==> src/rtl/vx_writeback_arb.sv <==
// Writeback arbiter: merges NUM_REQS execution-unit commit streams into one
// ack-free writeback stream. Round-robin between packets, grant locked to a
// source for the duration of a multi-beat packet, one registered output beat.
module vx_writeback_arb #(
    parameter int NUM_REQS    = 4,
    parameter int NUM_THREADS = 4,
    parameter int XLEN        = 32,
    parameter int NR_BITS     = 6,
    parameter int WIS_W       = 2,
    parameter int UUID_W      = 44,
    localparam int IN_W  = UUID_W + WIS_W + NUM_THREADS + NR_BITS + 1 + NUM_THREADS * XLEN + 2,
    localparam int OUT_W = UUID_W + WIS_W + NUM_THREADS + NR_BITS + NUM_THREADS * XLEN + 1
) (
    input  logic                          clk,
    input  logic                          reset,
    input  logic [NUM_REQS-1:0]           commit_valid,
    output logic [NUM_REQS-1:0]           commit_ready,
    input  logic [NUM_REQS-1:0][IN_W-1:0] commit_data,
    output logic                          writeback_valid,
    output logic [OUT_W-1:0]              writeback_data,
    output logic [31:0]                   perf_stalls
);

    localparam int DATA_W = NUM_THREADS * XLEN;
    localparam int IDX_W  = $clog2(NUM_REQS);

    typedef struct packed {
        logic [UUID_W-1:0]      uuid;
        logic [WIS_W-1:0]       wis;
        logic [NUM_THREADS-1:0] tmask;
        logic [NR_BITS-1:0]     rd;
        logic                   wb;
        logic [DATA_W-1:0]      data;
        logic                   sop;
        logic                   eop;
    } commit_t;

    typedef enum logic {
        S_IDLE,
        S_LOCKED
    } state_t;

    state_t              r_state;
    state_t              w_state_next;
    logic [IDX_W-1:0]    r_lock_src;
    logic [IDX_W-1:0]    w_lock_src_next;
    logic [IDX_W-1:0]    r_rr_ptr;
    logic [IDX_W-1:0]    w_rr_ptr_next;
    logic [IDX_W-1:0]    w_gnt_idx;
    logic                w_gnt_any;
    logic [NUM_REQS-1:0] w_ready;
    commit_t             w_beat;
    logic                w_emit;
    logic                w_stall;
    logic                r_wb_valid;
    logic [OUT_W-1:0]    r_wb_data;
    logic [31:0]         r_perf;

    // Grant selection: the lock owner while locked (bubble if it is idle),
    // otherwise the first valid source searching upward from rr_ptr.
    always_comb begin
        // NOTE: every combinational output gets a default first so no path
        // leaves it unassigned, which would infer a latch.
        w_gnt_any = 1'b0;
        w_gnt_idx = '0;
        if (r_state == S_LOCKED) begin
            w_gnt_any = commit_valid[r_lock_src];
            w_gnt_idx = r_lock_src;
        end else begin
            for (int k = 0; k < NUM_REQS; k++) begin
                if (!w_gnt_any && commit_valid[IDX_W'((int'(r_rr_ptr) + k) % NUM_REQS)]) begin
                    w_gnt_any = 1'b1;
                    w_gnt_idx = IDX_W'((int'(r_rr_ptr) + k) % NUM_REQS);
                end
            end
        end
        if (reset) begin
            w_gnt_any = 1'b0;
        end
    end

    assign w_ready      = w_gnt_any ? (NUM_REQS'(1) << w_gnt_idx) : '0;
    assign commit_ready = w_ready;
    assign w_beat       = commit_t'(commit_data[w_gnt_idx]);
    // A granted source is valid by construction, so a grant is a fire.
    assign w_emit       = w_gnt_any & w_beat.wb & (|w_beat.tmask);
    assign w_stall      = |(commit_valid & ~w_ready);

    // Lock FSM next state and round-robin pointer update on each fire.
    always_comb begin
        w_state_next    = r_state;
        w_lock_src_next = r_lock_src;
        w_rr_ptr_next   = r_rr_ptr;
        if (w_gnt_any) begin
            if (w_beat.eop) begin
                w_state_next  = S_IDLE;
                w_rr_ptr_next = (w_gnt_idx == IDX_W'(NUM_REQS - 1)) ? '0
                                                                      : w_gnt_idx + IDX_W'(1);
            end else begin
                w_state_next    = S_LOCKED;
                w_lock_src_next = w_gnt_idx;
            end
        end
    end

    // Lock state, lock owner and round-robin pointer registers.
    always_ff @(posedge clk) begin
        // NOTE: sequential state uses non-blocking assignments so every
        // register samples the pre-edge values of its peers.
        if (reset) begin
            r_state    <= S_IDLE;
            r_lock_src <= '0;
            r_rr_ptr   <= '0;
        end else begin
            r_state    <= w_state_next;
            r_lock_src <= w_lock_src_next;
            r_rr_ptr   <= w_rr_ptr_next;
        end
    end

    // Writeback valid: one cycle after an eligible fire.
    always_ff @(posedge clk) begin
        if (reset) begin
            r_wb_valid <= 1'b0;
        end else begin
            r_wb_valid <= w_emit;
        end
    end

    // Writeback payload: loaded on an eligible fire, held otherwise.
    always_ff @(posedge clk) begin
        // NOTE: the payload is qualified by r_wb_valid, so it carries no
        // reset; only control state needs a known value after reset.
        if (w_emit) begin
            r_wb_data <= {w_beat.uuid, w_beat.wis, w_beat.tmask, w_beat.rd,
                          w_beat.data, w_beat.eop};
        end
    end

    // Stall counter: cycles where some valid source was not granted.
    always_ff @(posedge clk) begin
        if (reset) begin
            r_perf <= '0;
        end else if (w_stall && (r_perf != '1)) begin
            r_perf <= r_perf + 32'd1;
        end
    end

    assign writeback_valid = r_wb_valid;
    assign writeback_data  = r_wb_data;
    assign perf_stalls     = r_perf;

endmodule

==> config.mk <==
export PLATFORM = sky130hd
export DESIGN_NAME = vx_writeback_arb
export DESIGN_NICKNAME = d
export VERILOG_FILES = /design/src/rtl/vx_writeback_arb.sv
export SDC_FILE = /design/constraint.sdc
export NUM_CORES = 1
export LEC_CHECK = 0
export CAP_MARGIN = 20
export CORE_AREA = 3 3 375 377
export CTS_BUF_LIST = sky130_fd_sc_hd__clkbuf_8
export DETAILED_ROUTE_END_ITERATION = 16
export DIE_AREA = 0 0 378 380
export GPL_ROUTABILITY_DRIVEN = 0
export GPL_TIMING_DRIVEN = 0
export PLACE_DENSITY = 0.34
export SYNTH_ARGS = -nofsm -noshare
export SYNTH_HDL_FRONTEND = slang
export SYNTH_SLANG_ARGS = --single-unit
==> constraint.sdc <==
create_clock -name clk -period 60.1 [get_ports clk]
set_input_delay 15.025 -clock clk [delete_from_list [all_inputs] [get_ports clk]]
set_output_delay 15.025 -clock clk [all_outputs]
set_load 0.01 [all_outputs]
==> implementation parameters <==
Parameter                              Value

Run status
  Status ... finished clean

Critical path
  Required time worst endpoint ... between 40 and 50 ns
  Worst Reg2Reg Path Length in Cells ... 24
  Max Fanout on Critical Path ... 10
  Startpoint of the worst register-to-register path ... r_rr_ptr[1]
  Worst endpoint data arrival time ... roughly 20 ns
  End of the worst register-to-register path ... writeback_data[36]
  Startpoint type of the worst setup path ... primary input
  Reg-to-reg setup timing slack ... 53.16 ns
  Kind of end point of the critical path ... output port
  Worst setup path class ... in2out

Floorplan
  Number of top-level pins ... 976
  Initial Utilization ... between 9 and 10%
  Horizontal die dimension ... between 300 and 400 um
  Full die area ... 144000 um2
  Die height ... between 300 and 400 um
  Core footprint ... 137000 um2
  Site Rows ... roughly 140

GRT
  First-pass GRT wire length ... ~150000 um
  Total routing resource utilization after global routing ... between 10% and 20%
  Remaining Overflow, GRT ... 0
  Maximum number of pins on one net before global-route repair ... 14
  Antenna violations before repair ... 18
  Number of global-route vias before repair ... 18000

STA
  Clock skew after layout ... approximately 0.025 ns
  Share of the clock period used by the worst path ... roughly three fifths
  Final-report hold violation count ... 0
  Number of slew-limit violations in the final report ... 0
  Post-layout minimum cycle time ... around 35 ns
  Setup tns final ... 0 ns
  Pin slew with the least headroom to its limit ... between 1 and 1.5 ns
  Setup-violating endpoint count in the final report ... 0
  Highest clock frequency the design can meet ... approximately 0.029 GHz
  Unrepaired setup endpoints after global routing ... false
  Max-Slew Margin vs Limit ... a little under a third

Worst hold path
  Worst min-delay path class ... reg2reg
  Worst min-delay path endpoint ... perf_stalls[4]
  Hold Crit Start ... perf_stalls[4]
  Hold path depth ... 2

Place
  Post-DP HPWL ... around 92000 um
  Number of input and output port buffers inserted ... 969
  Total instance count after detailed placement ... 4497
  Total cell area at the placement stage ... roughly 26000 um2

Yosys
  Number of distinct standard cells referenced by the synthesized netlist ... around 50
  Yosys reg bits ... 223
  Total of warnings raised by yosys ... 0
  Post-synthesis sequential area ratio ... a little under half
  Mean instance size in the synthesized netlist ... roughly 8.0 um2
  Top FF cell, synth ... sky130_fd_sc_hd__edfxtp_1
  Mapped Nets ... approximately 2400
  Async set-reset flop share out of synthesis ... 0%
  Post-synthesis instance area ... about 13000 um2
  Number of enable flip-flop cells after synthesis ... 185
  Number of cells produced by synthesis ... ~1700

CTS
  Post-cts hold buffer count ... 0
  Clock root buffer ... sky130_fd_sc_hd__clkbuf_8
  Post_cts resized ... 0
  Clock transition time at the flip-flop clock pins of the worst setup and hold paths ... 0.05 ns
  Clock Latency Late Sink ... roughly 0.66 ns
  Maximum count of clock buffers along a single path ... 3
  Post-CTS setup buffer count ... 0
  TritonCTS clock tree ... built
  Clock Sinks ... between 200 and 250
  H-tree level count ... 2
  TritonCTS Buffers ... between 50 and 60

Cells and area
  Count of non-filler cells in the finished layout ... roughly 4600
  Final cell utilization of the core ... between 15 and 20%
  Commonest non-fill, non-tap cell in the layout ... sky130_fd_sc_hd__clkdlybuf4s50_1
  Share of post-route cells with drive strength above 1 ... 5.59%
  # fillers ... ~15000
  Area Overhead vs Synth ... 100%
  Post-Layout Inst Area ... 27000 um2
  Net total in the final layout ... 3519
  Most used cells in the layout excluding fill and tap cells ... 969 x sky130_fd_sc_hd__clkdlybuf4s50_1, 735 x sky130_fd_sc_hd__nand2_1, 190 x sky130_fd_sc_hd__and3_1

Detailed routing
  Final wirelength ... approximately 110000 um
  Initial drt markers ... between 900 and 1000
  Routed wire length per instance ... about 24 um
  Antenna-violating nets left ... 0
  Remaining routing DRC violations ... 0
  Drt first pass iters ... 5
  Routed vias ... about 17000
  Mean number of vias per cell ... 3.71

Run
  Max-capacitance violation count ... 0

Power and ir drop
  Static power due to leakage ... between 9 and 10 nW
  Power per cell area ... around 36 nW/um2
  Worst vdd rail ir drop ... 0.0144 mV
  Total power draw ... between 0.9 and 1 mW
## cell families after synthesis
group / synth area share [%]
compound gates: 12.5
fa+ha+maj: 0.186
buf+inv: 4.53
flops: 46.9
mux: 1.87
simple gates: 34.0
## metrics by stage
stage	hold WS (ns)	setup WS [ns]
3_3_place_gp	0.484	-11.27
3_5_place_dp	0.486	25.00
2_1_floorplan	0.462	13.49
4_1_cts	0.498	24.99
5_1_grt	0.534	24.78
6_report	0.493	25.08
## final cells by class
cell class,count,area (um2),area share [%]
diodes,5,12.5,0.0464
plain buffers,145,586,2.17
clock buffers,60,826,3.06
clock inverters,42,317,1.17
inverters,8,30.0,0.111
multi-input cells,1317,6560,24.3
flip-flops and latches,223,6320,23.4
well taps,1794,2240,8.32
repair buffers,1014,10100,37.4
## report_power, final
| group | switching (mW) | internal [mW] | total [mW] |
|---|---|---|---|
| registers | 0.0122 | 0.233 | 0.245 |
| logic | 0.331 | 0.206 | 0.538 |
| clock network | 0.0875 | 0.113 | 0.201 |
| total | 0.431 | 0.553 | 0.984 |
## routing by layer
layer  vias to the layer above  share of wire [%]  track usage [%]
li1                       8151                  -                -
met1                      8091                 39             16.4
met2                       693                 50             25.7
met3                       132                8.0             4.55
met4                        14                3.3             5.04
met5                         -              0.072                0
## cell usage after synthesis (6+ instances only)
master / instances / share of area, %
sky130_fd_sc_hd__or3_1: 9 / 0.42
sky130_fd_sc_hd__nor2_1: 15 / 0.42
sky130_fd_sc_hd__buf_2: 8 / 0.30
sky130_fd_sc_hd__buf_1: 15 / 0.42
sky130_fd_sc_hd__a21oi_1: 34 / 1.3
sky130_fd_sc_hd__or4_1: 22 / 1.2
sky130_fd_sc_hd__o21ai_0: 6 / 0.22
sky130_fd_sc_hd__nand2_1: 735 / 20
sky130_fd_sc_hd__o21ai_1: 6 / 0.22
sky130_fd_sc_hd__nand3_1: 22 / 0.82
sky130_fd_sc_hd__and3_1: 190 / 8.8
sky130_fd_sc_hd__mux2i_1: 15 / 1.1
sky130_fd_sc_hd__a31oi_1: 180 / 8.4
sky130_fd_sc_hd__nor2b_1: 7 / 0.32
sky130_fd_sc_hd__o31ai_1: 20 / 1.1
sky130_fd_sc_hd__clkbuf_1: 117 / 3.3
sky130_fd_sc_hd__nand4_1: 7 / 0.32
sky130_fd_sc_hd__dfxtp_1: 38 / 5.6
sky130_fd_sc_hd__edfxtp_1: 185 / 41
## worst max path at each step
stage	from	to	slack, ns	depth (start not counted)
2_1_floorplan	commit_valid[2]	writeback_data[0]	13.49	10
3_3_place_gp	commit_valid[1]	writeback_data[34]	-11.27	9
3_5_place_dp	commit_valid[0]	commit_ready[2]	25.00	13
4_1_cts	commit_valid[3]	commit_ready[2]	24.99	13
5_1_grt	commit_valid[0]	commit_ready[2]	24.78	13
6_report	commit_valid[3]	commit_ready[2]	25.08	13
## worst max-delay path, cell delays in order
cell and delay [ns]:
sky130_fd_sc_hd__clkdlybuf4s50_1 0.68, sky130_fd_sc_hd__nor3b_1 0.24, sky130_fd_sc_hd__o21ai_1 0.08, sky130_fd_sc_hd__a21oi_1 0.16, sky130_fd_sc_hd__a21oi_2 0.10, sky130_fd_sc_hd__inv_2 0.42, sky130_fd_sc_hd__buf_2 0.47, sky130_fd_sc_hd__clkbuf_1 0.64
sky130_fd_sc_hd__clkbuf_1 0.70, sky130_fd_sc_hd__ha_1 0.27, sky130_fd_sc_hd__nand2_1 0.15, sky130_fd_sc_hd__inv_1 0.12, sky130_fd_sc_hd__clkdlybuf4s50_1 0.89
## state kept, by name, indices dropped and copies added, names as in the netlist
name             flops
r_state              1
r_lock_src           2
r_rr_ptr             2
perf_stalls         32
writeback_data     185
writeback_valid      1
No activity file was read; power rests on OpenSTA's default activity.
